**src/rtl/cell_comm_tx_arbiter.sv**
```systemverilog
// Packet-atomic arbiter merging local FA packets and forwarded packets onto the Aurora TX stream.
// Forward-stall watchdog closes broken packets with an invalid marker; link loss drains the active source.
//
// state    | meaning
// ---------+----------------------------------------------------------
// IDLE     | between packets; grant decision, or discard both while link down
// LOC      | local packet passed through to tx
// FW       | forwarded packet passed through to tx, stall watchdog running
// TERM     | emitting the invalid-marker beat that closes a stalled fw packet
// DRAIN    | consuming the rest of a broken packet from drainFw's source
module cell_comm_tx_arbiter #(
  parameter int DATA_WIDTH      = 32,
  parameter int WATCHDOG_WIDTH  = 6,
  parameter int ABORT_CNT_WIDTH = 16
) (
  input  logic                       txClk,
  input  logic                       txReset,
  input  logic                       txAuroraChannelUp,
  input  logic                       locValid,
  input  logic                       locLast,
  input  logic [DATA_WIDTH-1:0]      locData,
  output logic                       locReady,
  input  logic                       fwValid,
  input  logic                       fwLast,
  input  logic [DATA_WIDTH-1:0]      fwData,
  output logic                       fwReady,
  output logic                       txValid,
  output logic                       txLast,
  output logic [DATA_WIDTH-1:0]      txData,
  input  logic                       txReady,
  output logic [ABORT_CNT_WIDTH-1:0] fwAbortCount
);

  localparam logic [2:0] ST_IDLE  = 3'd0;
  localparam logic [2:0] ST_LOC   = 3'd1;
  localparam logic [2:0] ST_FW    = 3'd2;
  localparam logic [2:0] ST_TERM  = 3'd3;
  localparam logic [2:0] ST_DRAIN = 3'd4;

  localparam logic [WATCHDOG_WIDTH-1:0]  WD_LOAD      = '1;
  localparam logic [WATCHDOG_WIDTH-1:0]  WD_ONE       = {{(WATCHDOG_WIDTH-1){1'b0}}, 1'b1};
  localparam logic [DATA_WIDTH-1:0]      INVALID_MARK = {1'b1, {(DATA_WIDTH-1){1'b0}}};
  localparam logic [ABORT_CNT_WIDTH-1:0] ABORT_MAX    = '1;

  logic [2:0]                state;
  logic                      lastGrantFw;
  logic                      drainFw;
  logic [WATCHDOG_WIDTH-1:0] watchdog;
  logic                      locAccept;
  logic                      fwAccept;
  logic                      wdExpire;

  assign locAccept = locValid && locReady;
  assign fwAccept  = fwValid && fwReady;
  // Terminal count: the idle cycle that would take the watchdog from 1 to 0.
  assign wdExpire  = !fwValid && (watchdog == WD_ONE);

  always_comb begin
    txValid  = 1'b0;
    txLast   = 1'b0;
    txData   = '0;
    locReady = 1'b0;
    fwReady  = 1'b0;
    if (!txReset) begin
      case (state)
        ST_IDLE: begin
          if (!txAuroraChannelUp) begin
            locReady = 1'b1;
            fwReady  = 1'b1;
          end
        end
        ST_LOC: begin
          txValid  = locValid;
          txLast   = locLast;
          txData   = locData;
          locReady = txReady;
        end
        ST_FW: begin
          txValid = fwValid;
          txLast  = fwLast;
          txData  = fwData;
          fwReady = txReady;
        end
        ST_TERM: begin
          txValid = 1'b1;
          txLast  = 1'b1;
          txData  = INVALID_MARK;
        end
        ST_DRAIN: begin
          if (drainFw) fwReady = 1'b1;
          else         locReady = 1'b1;
        end
        default: ;
      endcase
    end
  end

  always_ff @(posedge txClk) begin
    if (txReset) begin
      state        <= ST_IDLE;
      lastGrantFw  <= 1'b1;
      drainFw      <= 1'b0;
      watchdog     <= WD_LOAD;
      fwAbortCount <= '0;
    end else begin
      case (state)
        ST_IDLE: begin
          if (txAuroraChannelUp) begin
            if (locValid && (!fwValid || lastGrantFw)) begin
              state <= ST_LOC;
            end else if (fwValid) begin
              state    <= ST_FW;
              watchdog <= WD_LOAD;
            end
          end
        end
        ST_LOC: begin
          if (locAccept && locLast) begin
            state       <= ST_IDLE;
            lastGrantFw <= 1'b0;
          end else if (!txAuroraChannelUp) begin
            state   <= ST_DRAIN;
            drainFw <= 1'b0;
          end
        end
        ST_FW: begin
          if (fwAccept && fwLast) begin
            state       <= ST_IDLE;
            lastGrantFw <= 1'b1;
          end else if (!txAuroraChannelUp) begin
            state    <= ST_DRAIN;
            drainFw  <= 1'b1;
            watchdog <= WD_LOAD;
          end else if (fwAccept) begin
            watchdog <= WD_LOAD;
          end else if (!fwValid) begin
            // Output back-pressure with fwValid high holds the watchdog.
            if (wdExpire) begin
              state <= ST_TERM;
              if (fwAbortCount != ABORT_MAX) fwAbortCount <= fwAbortCount + 1'b1;
            end else begin
              watchdog <= watchdog - 1'b1;
            end
          end
        end
        ST_TERM: begin
          if (txReady || !txAuroraChannelUp) begin
            state    <= ST_DRAIN;
            drainFw  <= 1'b1;
            watchdog <= WD_LOAD;
          end
        end
        ST_DRAIN: begin
          if (drainFw) begin
            if ((fwAccept && fwLast) || wdExpire) begin
              state       <= ST_IDLE;
              lastGrantFw <= 1'b1;
            end else if (fwAccept) begin
              watchdog <= WD_LOAD;
            end else begin
              watchdog <= watchdog - 1'b1;
            end
          end else if (locAccept && locLast) begin
            state       <= ST_IDLE;
            lastGrantFw <= 1'b0;
          end
        end
        default: state <= ST_IDLE;
      endcase
    end
  end

endmodule

```
**config.mk**
```make
export PLATFORM = sky130hd
export DESIGN_NAME = cell_comm_tx_arbiter
export DESIGN_NICKNAME = d
export VERILOG_FILES = /design/src/rtl/cell_comm_tx_arbiter.sv
export SDC_FILE = /design/constraint.sdc
export NUM_CORES = 1
export LEC_CHECK = 0
export CAP_MARGIN = 5
export CORE_ASPECT_RATIO = 0.8
export CORE_MARGIN = 1.5
export CORE_UTILIZATION = 38
export DETAILED_ROUTE_END_ITERATION = 16
export HOLD_SLACK_MARGIN = 0.02
export PLACE_DENSITY_LB_ADDON = 0.1
export SYNTH_ARGS = -nofsm -noshare
export SYNTH_HDL_FRONTEND = slang
export SYNTH_SLANG_ARGS = --single-unit
```
**constraint.sdc**
```tcl
create_clock -name txClk -period 2.7 [get_ports txClk]
set_input_delay 0.54 -clock txClk [delete_from_list [all_inputs] [get_ports txClk]]
set_output_delay 0.54 -clock txClk [all_outputs]
set_load 0.02 [all_outputs]
```
; ---- Yosys cells after proc, flatten, opt, wreduce, memory -nomap -nowiden
; Cells that the tools add are included.
[totals]
reg_bits = 27
latch_bits = 0
mem_bits_rw = 0
mem_bits_ro = 0
in_bits = 72
out_inout_bits = 52
elab_cells = 108
n_memories = 0
[classes]
add_sub_neg = 2
mul = 0
div_mod_pow = 0
order_cmp = 0
eq_ne = 26
shift = 0
mux = 52
bitwise_logic = 3
n_reduce_logical = 20
[ops]
columns = operator, count
row1 = $pmux 32 s3, 1
row2 = $mux 6, 12
row3 = $mux 3, 14
row4 = $mux 32, 1
row5 = $pmux 6 s4, 1
row6 = $ne 2x2->1 const B, 11
row7 = $ne 4x4->1 const B, 5
row8 = $pmux 1 s3, 6
row9 = $add 16x1->16 const B, 1
row10 = $mux 1, 16
row11 = $ne 16x16->1 const B, 1
row12 = $pmux 3 s5, 1
row13 = $ne 3x3->1 const B, 4
row14 = $reduce_and 10->1, 1
row15 = $reduce_and 9->1, 1
row16 = $reduce_and 7->1, 1
row17 = $eq 3x2->1 const B, 2
row18 = $eq 6x1->1 const B, 1
row19 = $logic_and 1x1->1, 6
row20 = $reduce_and 6->1, 1
row21 = $reduce_bool 3->1, 2
row22 = $sub 6x1->6 const B, 1
row23 = $reduce_bool 4->1, 1
row24 = $eq 3x1->1 const B, 1
row25 = 6 further kinds, 11

; ---- Depth between registers and ports, before layout
[depth]
ltp_word = 9
ltp_mapped = 8
mapped_depth_nobuf = 8

; ---- Least setup slack after synthesis
; OpenSTA, ideal clock, no wires.
[synth_timing]
kind = register to output
startpoint = register state[0]
endpoint = output port txData[10]
arrival_ns = 1.722
setup_slack_ns = 0.438
path_stages_with_launch = 7
n_path_buf = 2
cell_sequence = dfxtp_1 -> clkbuf_1 -> inv_1 -> nor3_1 -> clkbuf_1 -> a22oi_1 -> nor2_1
[synth_via]
elab_chain_len = 3
elab_cells_between_ends = 5
classes_between = eq/ne: 3 / mux: 2
[synth_rtl]
columns = element, line_no
row1 = from (decl), 45  ; logic [2:0] state;
row2 = from (signal assigned), 100  ; state <= ST_IDLE;
row3 = from (signal assigned), 110  ; state <= ST_LOC;
row4 = from (signal assigned), 112  ; state <= ST_FW;
row5 = $eq 3x2->1 or $eq 3x1->1 (tied branches), 65  ; case (state)
row6 = $pmux 32 s3 (*), 65
row7 = $mux 32 (*), 64  ; if (!txReset) begin
row8 = to (decl), 29  ; output logic [DATA_WIDTH-1:0] txData,
; Mark *: on every way between the ends. The rest lies on a longest branch, timed or not.

; ---- Final worst setup path
[layout_timing]
startpoint = input port txReset
endpoint = output port txData[3]
[layout_via]
elab_chain_len = 1
[layout_rtl]
columns = element, line_no
row1 = from (decl), 17  ; input logic txReset,
row2 = $mux 32, 64
; Every way passes these cells.

==> flow_metrics.env <==
export IMPL_status="finished clean"
export IMPL_drcViolationCount=0
export IMPL_grt_pass1_wl_mm=10.75
export IMPL_worst_pin_slew_ps=462.7
export IMPL_p_total_mw=1.980
export IMPL_setup_viol=0
export IMPL_clockBufferDepth=2
export IMPL_finalHoldWorstSlack_ps=528.7
export IMPL_first_global_vias=2356
export IMPL_ys_flop_type="dfxtp_1"
export IMPL_layout_min_cycle_time_ps=2652
export IMPL_yosysSeqAreaShare_pct=26.01
export IMPL_postSynthCellCount=280
export IMPL_grt_max_degree=32
export IMPL_antenna_found_initial=0
export IMPL_drive_above_1_share_pct=15.33
export IMPL_hp_class="reg2reg"
export IMPL_vias_per_cell=5.391
export IMPL_fin_area_sq_um=3438
export IMPL_rsz0062_at_grt="no"
export IMPL_synth_cell_types=51
export IMPL_routed_wirelength_mm=6.521
export IMPL_tns_ps=0
export IMPL_ys_warn_count=0
export IMPL_nets=487
export IMPL_maxCapViolCount=0
export IMPL_cts_max_level=1
export IMPL_rows=23
export IMPL_area_growth_pct=65.44
export IMPL_dp_hpwl_mm=5.237
export IMPL_port_buffers=123
export IMPL_cts_made_buffers=3
export IMPL_diodes=0
export IMPL_clock_sinks=27
export IMPL_vias=2550
export IMPL_synth_top_cell_by_area="dfxtp_1"
export IMPL_core_sq_um=5151
export IMPL_endpoint_kind="output pin"
export IMPL_leakage_nw=1.349
export IMPL_pre_cts_ws_ps=-255.7
export IMPL_grt_usage_pct=21.67
export IMPL_critPathKind="in2out"
export IMPL_overflow=0
export IMPL_ys_seq_elements=27
export IMPL_cts_hold_buf=0
export IMPL_max_freq_ghz=0.3770
export IMPL_async_reset_ff_share_pct=0
export IMPL_syn_area_per_cell_sq_um=7.422
export IMPL_wl_per_cell_microns=13.79
export IMPL_startpoint_type="primary input"
export IMPL_slew_headroom_pct=69.05
export IMPL_die_w_microns=85.68
export IMPL_synth_edf_count=0
export IMPL_drv_slew=0
export IMPL_gp_congestion=0.8373
export IMPL_initialDrtViolationCount=155
export IMPL_yosysTopAreaCellShare_pct=26.01
export IMPL_clockRootBuffer="clkbuf_8"
export IMPL_required_ps=2160
export IMPL_synthMostInstantiatedCell="nor2_1"
export IMPL_syn_area_sq_um=2078
export IMPL_clock_insertion_delay_worst_skew_ps=280
export IMPL_ir_worst_vdd_v=0.0003338
export IMPL_period_share_pct=98.23
export IMPL_worstPathMaxFanout=31
export IMPL_die_h_microns=69.15
export IMPL_ios=124
export IMPL_powerDensity_nw_per_um2=575.7
export IMPL_firstDrtPassIters=5
export IMPL_finClkSkew_ps=9.625
export IMPL_synth_nets=355
export IMPL_dieArea_sq_um=5924
export IMPL_synth_area_top_cells="dfxtp_1, a22oi_1, nor2_1"
export IMPL_fill_cells=438
export IMPL_arrival_ps=2110
export IMPL_cts_tree="yes"
export IMPL_drt_antenna_violating_nets=0
export IMPL_finalWorstSetupSlack_ps=47.66
export IMPL_cts_clk_slew_worst_paths_ps=90
export IMPL_finalHoldViolations=0
export IMPL_dpl_instance_area_sq_um=3511
export IMPL_initial_core_util_pct=40.34
export IMPL_synth_top_cells_by_count="nor2_1, a22oi_1, dfxtp_1"
through the flow:
step / std cells / util (%)
5_1_grt: 473 / 66.75
2_1_floorplan: 280 / -
6_report: 473 / 66.75
3_5_place_dp: 469 / 68.16
3_3_place_gp: 469 / 68.16
4_1_cts: 473 / 68.23
area by class of cell:
type,count,area [sq um],area share [%]
repair buffers,146,1308,38.03
clock buffers,3,41.29,1.201
multi-input cells,229,1445,42.03
clock inverters,1,7.507,0.2183
inverters,5,18.77,0.5459
flip-flops and latches,27,540.5,15.72
well taps,62,77.57,2.256
per-layer routing:
metal / part of all wire (%) / GRT usage [%] / up-vias
li1: - / - / 1288
met4: 2.1 / 5.018 / 0
met1: 45 / 28.40 / 1159
met3: 5.6 / 4.311 / 15
met5: 0 / 0 / -
met2: 47 / 36.48 / 88
path summary, 6_finish.rpt:
kind,startpoint,endpoint,slack (ps),cells past startpoint
max,txReset,txData[3],50,6
max reg2reg,state[1],watchdog[2],520,7
min reg2reg,watchdog[4],watchdog[4],530,2
min,watchdog[4],watchdog[4],530,2
worst max-delay path: stages:
cell             delay [ps]
clkdlybuf4s50_1         470
or2_2                   310
nand2b_1                180
buf_12                  170
nor2_1                  120
clkdlybuf4s15_1         310
cells in the final DEF (no fill, tap or decap), types with 10 or more instances in the layout:
master | Yosys | final
nand2_1 | 14 | 14
buf_4 | 0 | 21
dfxtp_1 | 27 | 27
clkbuf_2 | 0 | 23
xor2_1 | 10 | 10
a21oi_1 | 13 | 13
clkdlybuf4s50_1 | 0 | 87
nor2_1 | 60 | 59
a22oi_1 | 32 | 32
sequential cells by signal (all words and copies together), names as in the netlist:
name          count
fwAbortCount     16
state             3
lastGrantFw       1
watchdog          6
drainFw           1
report_power, final:
part / total [mW] / switching (mW) / internal (mW)
clock: 0.236 / 0.131 / 0.105
sequential: 0.469 / 0.0478 / 0.421
combinational: 1.27 / 0.698 / 0.576
logic make-up after synthesis:
logic type / share of synthesized area (%)
AOI/OAI and AO/OA: 26.79
DFF: 26.01
and+or+nand+nor: 33.71
muxes: 0.9633
xor gates and xnor gates: 5.900
adders and majority gates: 1.806
buffers and inverters: 4.817
what timing repair did:
| item | CTS | global route |
|---|---|---|
| endpoints found under the hold margin | 0 | 0 |
| endpoints found under the setup margin | 36 | 31 |
| buffers inserted | 0 | 0 |
| resized for setup | 36 | 54 |
(Power assumes the default switching activity.)
